==> src/rtl/sme_host.sv <==
// Host driver for the string-matching engine: buffers a string and a pattern, replays them as one char per cycle, then collects a single result or times out.
// First char appears one cycle after go; loader writes are dropped (load_err) while busy or when a buffer is full.
module sme_host #(
    parameter int STR_MAX = 32,
    parameter int PAT_MAX = 8,
    parameter int TIMEOUT = 255
) (
    input  logic       clk,
    input  logic       reset,
    input  logic       str_clr,
    input  logic       str_we,
    input  logic [7:0] str_wdata,
    input  logic       pat_we,
    input  logic [7:0] pat_wdata,
    input  logic       go,
    output logic       busy,
    output logic [7:0] chardata,
    output logic       isstring,
    output logic       ispattern,
    input  logic       valid,
    input  logic       match,
    input  logic [4:0] match_index,
    output logic       res_valid,
    output logic       res_match,
    output logic [4:0] res_index,
    output logic       res_timeout,
    output logic       load_err
);
    localparam int SW = $clog2(STR_MAX);
    localparam int PW = $clog2(PAT_MAX);
    localparam logic [SW:0] STR_FULL = (SW+1)'(STR_MAX);
    localparam logic [PW:0] PAT_FULL = (PW+1)'(PAT_MAX);
    localparam logic [7:0]  TMO      = 8'(TIMEOUT);

    typedef enum logic [2:0] {IDLE, SEND_STR, SEND_PAT, WAIT, DONE} state_t;

    state_t      state;
    logic [7:0]  str_mem [STR_MAX];
    logic [7:0]  pat_mem [PAT_MAX];
    logic [SW:0] str_len;
    logic [PW:0] pat_len;
    logic        str_dirty;
    logic [SW:0] cnt;
    logic [7:0]  timer;

    logic          idle;
    logic          str_ok;
    logic          pat_ok;
    logic [SW-1:0] str_waddr;

    assign idle      = (state == IDLE);
    // A clear in the same cycle frees the slot, so a write alongside str_clr always lands at index 0.
    assign str_ok    = idle && str_we && (str_clr || (str_len != STR_FULL));
    assign pat_ok    = idle && pat_we && (pat_len != PAT_FULL);
    assign str_waddr = str_clr ? '0 : str_len[SW-1:0];

    // Buffer contents survive reset and jobs; only the lengths define what is valid.
    always_ff @(posedge clk) begin
        if (str_ok) begin
            str_mem[str_waddr] <= str_wdata;
        end
        if (pat_ok) begin
            pat_mem[pat_len[PW-1:0]] <= pat_wdata;
        end
    end

    always_ff @(posedge clk or posedge reset) begin
        if (reset) begin
            state       <= IDLE;
            str_len     <= '0;
            pat_len     <= '0;
            str_dirty   <= 1'b0;
            cnt         <= '0;
            timer       <= '0;
            busy        <= 1'b0;
            chardata    <= 8'h00;
            isstring    <= 1'b0;
            ispattern   <= 1'b0;
            res_valid   <= 1'b0;
            res_match   <= 1'b0;
            res_index   <= 5'd0;
            res_timeout <= 1'b0;
            load_err    <= 1'b0;
        end else begin
            res_valid <= 1'b0;

            if ((str_we && !str_ok) || (pat_we && !pat_ok)) begin
                load_err <= 1'b1;
            end

            if (idle) begin
                if (str_clr) begin
                    str_len   <= str_we ? (SW+1)'(1) : '0;
                    str_dirty <= 1'b1;
                end else if (str_ok) begin
                    str_len   <= str_len + 1'b1;
                    str_dirty <= 1'b1;
                end
                if (pat_ok) begin
                    pat_len <= pat_len + 1'b1;
                end
            end

            case (state)
                IDLE: begin
                    if (go && (pat_len != '0)) begin
                        busy <= 1'b1;
                        cnt  <= (SW+1)'(1);
                        // A clean string is already held by the engine, so only the pattern is resent.
                        if (str_dirty && (str_len != '0)) begin
                            state    <= SEND_STR;
                            chardata <= str_mem[0];
                            isstring <= 1'b1;
                        end else begin
                            state     <= SEND_PAT;
                            chardata  <= pat_mem[0];
                            ispattern <= 1'b1;
                        end
                    end
                end
                SEND_STR: begin
                    if (cnt == str_len) begin
                        state     <= SEND_PAT;
                        isstring  <= 1'b0;
                        ispattern <= 1'b1;
                        chardata  <= pat_mem[0];
                        cnt       <= (SW+1)'(1);
                    end else begin
                        chardata <= str_mem[cnt[SW-1:0]];
                        cnt      <= cnt + 1'b1;
                    end
                end
                SEND_PAT: begin
                    if (cnt == (SW+1)'(pat_len)) begin
                        // The strobe-free cycle that follows marks end of input for the engine.
                        state     <= WAIT;
                        ispattern <= 1'b0;
                        chardata  <= 8'h00;
                        timer     <= 8'h00;
                    end else begin
                        chardata <= pat_mem[cnt[PW-1:0]];
                        cnt      <= cnt + 1'b1;
                    end
                end
                WAIT: begin
                    if (valid) begin
                        state       <= DONE;
                        res_valid   <= 1'b1;
                        res_match   <= match;
                        res_index   <= match_index;
                        res_timeout <= 1'b0;
                        pat_len     <= '0;
                        str_dirty   <= 1'b0;
                    end else if (timer == TMO) begin
                        state       <= DONE;
                        res_valid   <= 1'b1;
                        res_match   <= 1'b0;
                        res_index   <= 5'd0;
                        res_timeout <= 1'b1;
                        pat_len     <= '0;
                        str_dirty   <= 1'b0;
                    end else begin
                        timer <= timer + 1'b1;
                    end
                end
                DONE: begin
                    state <= IDLE;
                    busy  <= 1'b0;
                end
                default: begin
                    state <= IDLE;
                end
            endcase
        end
    end
endmodule

==> config.mk <==
export PLATFORM = sky130hd
export DESIGN_NAME = sme_host
export DESIGN_NICKNAME = d
export VERILOG_FILES = /design/src/rtl/sme_host.sv
export SDC_FILE = /design/constraint.sdc
export NUM_CORES = 1
export LEC_CHECK = 0
export ABC_AREA = 1
export BUFFER_PORTS_ARGS = -buffer_cell sky130_fd_sc_hd__buf_2
export CAP_MARGIN = 20
export CORE_UTILIZATION = 30
export CTS_BUF_LIST = sky130_fd_sc_hd__clkbuf_2 sky130_fd_sc_hd__clkbuf_4 sky130_fd_sc_hd__clkbuf_8
export DETAILED_ROUTE_END_ITERATION = 10
export HOLD_SLACK_MARGIN = 0.12
export PLACE_DENSITY = 0.46
export SETUP_SLACK_MARGIN = 0.1
export SYNTH_ARGS = -nofsm -noshare
export SYNTH_HDL_FRONTEND = slang
export SYNTH_SLANG_ARGS = --single-unit
==> constraint.sdc <==
create_clock -name clk -period 3.3 [get_ports clk]
set_clock_uncertainty 0.05 [all_clocks]
set_input_delay 0.66 -clock clk [delete_from_list [all_inputs] [get_ports clk]]
set_output_delay 0.66 -clock clk [all_outputs]
set_load 0.01 [all_outputs]
==> results_dict.tcl, run 1 <==
set metrics [dict create \
    outcome "finished clean" \
    p_sw_share_pct 37.6 \
    place_area_um2 17500 \
    synth_flop_cell "edfxtp_1" \
    ios 49 \
    fin_tns_setup_ns 0 \
    syn_area_per_cell_um2 10.2 \
    area_delta_synth_final_pct 14.2 \
    rrSetupSlack_ns 0.56 \
    worstPathRequired_ns 3.50 \
    cts_tree "built" \
    synth_area_um2 16500 \
    clock-sinks 368 \
    drive_gt1_share_pct 13.4 \
    clk_pin_slew_ns 0.06 \
    antenna_found_initial 0 \
    grtUsageMet3_pct 3.56 \
    drtPass1Iterations 5 \
    async_flop_share_pct 13.0 \
    synth_seq_cells 368 \
    fin_util_pct 34.8 \
    arrival_ns 2.94 \
    maxCapViolCount 0 \
    peakVddDrop_mv 0.289 \
    port_buffers 48 \
    cts_resized 0 \
    wl_per_cell_um 18.5 \
    grt_pass1_vias 11300 \
    grt-ovfl-total 0 \
    min_period_over_period_pct 83.0 \
    worst_pin_slew_ns 0.948 \
    cts_buffers 68 \
    p_int_mw 8.99 \
    p_sw_mw 5.42 \
    drtIter0Drc 784 \
    seq_area_frac_synth_pct 65.7 \
    die_h_um 236 \
    pwr-share-comb_pct 31.6 \
    path_max_fanout 8 \
    cts_hold_buffers 1 \
    gp_congestion 0.810 \
    fp.coreArea_um2 54000 \
    use_met2_pct 26.5 \
    clk_path_buf_depth 3 \
    endpoint_kind "flop" \
    syn-instance-count 1619 \
    finish.instance_area_um2 18800 \
    max_freq_mhz 365 \
    ys.warnings.count 0 \
    drtAntennaViolNets 0 \
    htreeDepth 3 \
    worst-setup-path-type "flop to flop" \
    drc_errors 0 \
    clockRootBuffer "clkbuf_8" \
    final_nets 1735 \
    die_w_um 236 \
    hpwl_mm 28.2 \
    hold_viol 0 \
    hold_path.class "input port to flop" \
    met1_usage_pct 21.8 \
    p_leak_nw 7.63 \
    p_seq_share_pct 39.6 \
    setup_viol 0 \
    drv_slew 0 \
    crit_path_start_kind "flop" \
    grt_pass1_wl_mm 68.2 \
    routed_wl_mm 45.4 \
    pwr_density_cell_nw_per_um2 766 \
    grt_max_degree 114 \
    clkLatencyLatePin_ns 0.64 \
    rsz0062_at_grt "false" \
    track_usage_pct 16.4 \
    postCtsSetupRepairBufs 0 \
    synth_edf_count 320 \
    synth.distinct_cells 44 \
    top_usage_layer "met2" \
    final.min_clock_period_ns 2.74 \
    nFillCells 5543 \
    rows 85 \
    p_clk_share_pct 28.8 \
    num_vias 11400 \
    slew_headroom_pct 36.8 \
    synthesis.nets 1654 \
    initial_core_util_pct 30.5 \
    via_per_inst 4.65 \
    dieArea_um2 55800 \
]
[sequential cells by signal (all words and copies together) (netlist names)]
register	count
res_index	5
res_valid	1
isstring	1
str_dirty	1
res_timeout	1
res_match	1
chardata	8
busy	1
cnt	6
str_mem	256
str_len	6
ispattern	1
pat_len	4
timer	8
state	3
load_err	1
pat_mem	64
[worst max-delay path, cell delays in order, from the launching register on]
cell	delay [ns]
dfrtp_1	0.43
inv_1	0.13
ha_1	0.21
nand2_1	0.08
nor2_1	0.05
nand4_1	0.09
nand3_1	0.14
clkinv_1	0.15
buf_4	0.16
nand3_1	0.25
nor2_1	0.61
[final timing paths]
kind                           startpoint             to  cells past startpoint
setup / recovery               str_len[1]  str_mem[9][5]                     10
max in group asynchronous           reset      res_match                      4
hold / removal             match_index[0]   res_index[0]                      2
setup reg to reg               str_len[1]  str_mem[9][5]                     10
min in group asynchronous           reset    res_timeout                      3
hold reg to reg              res_index[1]   res_index[1]                      1
[metrics by stage]
step	worst slack [ns]	hold WS, ns	power (mW)	std cells
detailed placement	0.500	0.435	10.4	2325
floorplan	1.22	0.417	8.87	1619
finish	0.562	0.195	14.4	2448
global placement	0.525	0.431	10.3	2325
CTS	0.563	0.151	14.6	2447
global route	0.413	0.164	15.3	2447
[power groups by stage]
stage	sequential, mW	combinational, mW	clock, mW
2_1_floorplan	5.65	3.22	0
3_3_place_gp	5.80	4.55	0
3_5_place_dp	5.80	4.57	0
4_1_cts	5.71	4.59	4.29
5_1_grt	5.75	5.12	4.47
6_report	5.71	4.55	4.15
[layout by cell type (no fill, tap or decap), types with 7 or more instances in the layout]
master	count
nand2_1	419
a21oi_1	18
clkbuf_4	19
dfrtp_1	46
or2_2	20
a22o_1	7
xor2_1	11
clkbuf_8	71
clkinv_1	22
o21ai_0	29
buf_2	48
nor2_2	7
nand3_1	261
edfxtp_1	320
clkinv_2	7
inv_1	186
buf_4	31
o211ai_1	8
or2_1	28
nor2_1	121
o21ai_1	7
nor3_1	7
[kinds of logic (layout without fill, tap and decap cells)]
kind of cell,after synthesis,in the layout,synth area share [%]
and+or+nand+nor,880,880,23.4
DFF,368,368,65.7
buffers and inverters,270,402,6.79
AOI/OAI and AO/OA,83,83,3.06
xor gates and xnor gates,12,12,0.638
adders and majority gates,6,6,0.456
other,0,1,0
[cell type report]
cell class,instances,area (um2),share of cell area (%)
flip-flops and latches,368,10800,57.5
inverters,197,743,3.95
clock buffers,90,1120,5.95
repair buffers,84,563,2.99
multi-input cells,981,4540,24.1
well taps,696,871,4.63
clock inverters,31,150,0.798
diodes,1,2.50,0.0133
[Yosys cell counts, types with 3 or more instances]
library cell  number  area share, %
nor2_2             7           0.27
nor3_1             7           0.21
or2_2             20           0.76
o21ai_1            7           0.21
nor2_4             4           0.27
inv_1            187            4.3
inv_2              6           0.14
clkbuf_1          15           0.34
buf_2             41            1.2
xor2_1            11           0.59
buf_4              6           0.27
nor2_1           121            2.8
or2_1             28            1.1
o21ai_0           29           0.88
nand2_1          419            9.6
o211ai_1           8           0.36
a22o_1             7           0.37
buf_1              7           0.16
nand4_1            6           0.23
edfxtp_1         320             58
dfrtp_1           48            7.3
o31ai_1            5           0.23
a21oi_1           19           0.58
nand2_2            3           0.11
nand3_1          261            7.9
clkinv_1           3          0.068
ha_1               6           0.46
[routing by layer]
layer	vias to the layer above	wire, um
li1	5546	-
met1	5461	20600
met2	290	21300
met3	82	2370
met4	0	1100
met5	-	0
No activity file was read; power rests on OpenSTA's default activity.
==> run 2: changes to the inputs <==
--- a/config.mk
+++ b/config.mk
@@ -12,7 +12,7 @@
 export CTS_BUF_LIST = sky130_fd_sc_hd__clkbuf_2 sky130_fd_sc_hd__clkbuf_4 sky130_fd_sc_hd__clkbuf_8
 export DETAILED_ROUTE_END_ITERATION = 10
 export HOLD_SLACK_MARGIN = 0.12
-export PLACE_DENSITY = 0.46
+export PLACE_DENSITY = 0.48
 export SETUP_SLACK_MARGIN = 0.1
 export SYNTH_ARGS = -nofsm -noshare
 export SYNTH_HDL_FRONTEND = slang
==> constraint.sdc (replaced) <==
create_clock -name clk -period 2.5 [get_ports clk]
set_clock_uncertainty 0.05 [all_clocks]
set_input_delay 0.5 -clock clk [delete_from_list [all_inputs] [get_ports clk]]
set_output_delay 0.5 -clock clk [all_outputs]
set_load 0.01 [all_outputs]
==> run 2 against run 1 <==
  * Die area did not move
  * Clock power rose by 40%
  * Worst setup slack got worse by 0.48 ns
  * Via count rose by 0.61%
  * Flip-flop and latch count did not move
  * Count of clock-buffer cells in the layout rose by 2
  * Sequential share of layout area fell by 2.3 points
  * Non-clock buffer count rose by 63
  * Sequential power rose by 29%
  * Routed wire length fell by 0.52%
  * Global-route usage rose by 0.11 points
  * Cell count rose by 2.5%
  * Largest power group unchanged
==> results_dict.tcl, run 2 (synthesis gave the netlist of run 1 again) <==
set metrics [dict create \
    ios 49 \
    layout_commonest_cell "nand2_1" \
    die_w_um 236 \
    via_per_inst 4.56 \
    grt_max_degree 90 \
    placed_cells 2372 \
    die_h_um 236 \
    pwr_density_cell_nw_per_um2 1020 \
    drive_gt1_share_pct 17.2 \
    nFillCells 5513 \
    port_buffers 48 \
    peakVddDrop_mv 0.505 \
    use_met2_pct 26.2 \
    met1_usage_pct 22.0 \
    hpwl_mm 30.0 \
    drtPass1Iterations 5 \
    htreeDepth 3 \
    final_nets 1797 \
    hold_viol 0 \
    slew_headroom_pct 17.8 \
    crit_path_start_kind "flop" \
    seqCellArea_um2 10800 \
    setup_viol 0 \
    max_freq_mhz 414 \
    power.total_mw 20.0 \
    largest_reg_flops 256 \
    final.min_clock_period_ns 2.42 \
    grt-ovfl-total 0 \
    clk_pin_slew_ns 0.05 \
    clkLatencyLatePin_ns 0.63 \
    drv_slew 0 \
    mostFrequentLayoutCells "419 x nand2_1, 320 x edfxtp_1, 260 x nand3_1" \
    drc_errors 0 \
    maxCapViolCount 0 \
    dieArea_um2 55800 \
    fp.coreArea_um2 54000 \
    worst_pin_slew_ns 1.23 \
    drtIter0Drc 755 \
    cts_tree "built" \
    outcome "finished clean" \
    antenna_found_initial 1 \
    worst-setup-path-type "flop to flop" \
    fin_util_pct 36.3 \
    initial_core_util_pct 30.5 \
    cts_buffers 67 \
    clock-sinks 368 \
    num_vias 11400 \
    path_max_fanout 9 \
    clk_path_buf_depth 3 \
    top_usage_layer "met2" \
    rsz0062_at_grt "true" \
    arrival_ns 2.62 \
    worstPathRequired_ns 2.71 \
    area_delta_synth_final_pct 19.1 \
    drtAntennaViolNets 0 \
    fin_tns_setup_ns 0 \
    clockRootBuffer "clkbuf_8" \
    grt_pass1_wl_mm 68.7 \
    wl_per_cell_um 18.0 \
    multi_input_comb_area_um2 4630 \
    final_cells 2508 \
    min_period_over_period_pct 96.7 \
    gp_congestion 0.814 \
    postCtsSetupRepairBufs 0 \
    endpoint_kind "flop" \
    grtUsageMet3_pct 3.41 \
    track_usage_pct 16.5 \
    routed_wl_mm 45.1 \
    rows 85 \
    largest-register "str_mem" \
    grt_pass1_vias 11400 \
    p_leak_nw 8.00 \
    hold_path.class "input port to flop" \
]
==> run 2: changes by cell type in the layout (fill, tap and decap cells not counted), moves of 3 or more <==
cell,change
buf_4,+39
nor2_1,-26
nor2_2,+21
bufinv_16,+3
clkinv_1,-7
dlygate4sd3_1,+16
buf_12,+8
clkbuf_8,+4
nor2_4,+5
==> run 2: final cells by class <==
type,count,area share [%]
diodes,1,0.0128
clock buffers,92,5.92
clock inverters,26,1.05
inverters,197,3.79
multi-input cells,981,23.6
flip-flops and latches,368,55.2
well taps,696,4.44
repair buffers,147,6.00
==> run 2: repair_timing <==
item,in CTS,in global routing
pin swaps,0,1
resized for setup,5,27
hold endpoints to repair,119,0
setup endpoints to repair,56,203
hold buffers,17,0
==> run 2: stage by stage <==
step / hold slack, ns / instance area (um2) / setup slack (ns)
2_1_floorplan: 0.417 / 16500 / 0.423
3_3_place_gp: 0.429 / 18000 / 0.0129
3_5_place_dp: 0.429 / 18000 / 0.00143
4_1_cts: 0.189 / 19500 / 0.0709
5_1_grt: 0.244 / 19600 / -0.0878
6_report: 0.241 / 19600 / 0.0823
==> run 2: power breakdown <==
part,total [mW],internal (mW),switching (mW)
clock network,5.79,3.31,2.48
registers,7.38,7.09,0.286
logic,6.83,2.28,4.55
==> run 2: critical path, stage by stage (launching register included) <==
cell and delay (ns):
dfrtp_1 0.37, inv_1 0.07, ha_1 0.19, nand2_1 0.06
nor2_1 0.05, nand4_1 0.07, nand3_1 0.09, clkinv_1 0.09
buf_12 0.12, nand3_1 0.26, nor2_1 0.62
==> run 2: path summary, 6_finish.rpt <==
path                       startpoint             end  slack, ns  cells past startpoint
min reg2reg                 ispattern       ispattern       0.44                      2
max                        str_len[0]  str_mem[19][3]       0.08                     10
min                            str_we      str_len[0]       0.24                      5
min in group asynchronous       reset     res_timeout       0.56                      4
max reg2reg                str_len[0]  str_mem[19][3]       0.08                     10
max in group asynchronous       reset          cnt[0]       1.33                      4
==> run 2: layer usage <==
layer  wire, um  share of wire (%)
met5          0                  0
met4       1130                2.5
met3       2450                5.4
met2      20900                 46
met1      20600                 46
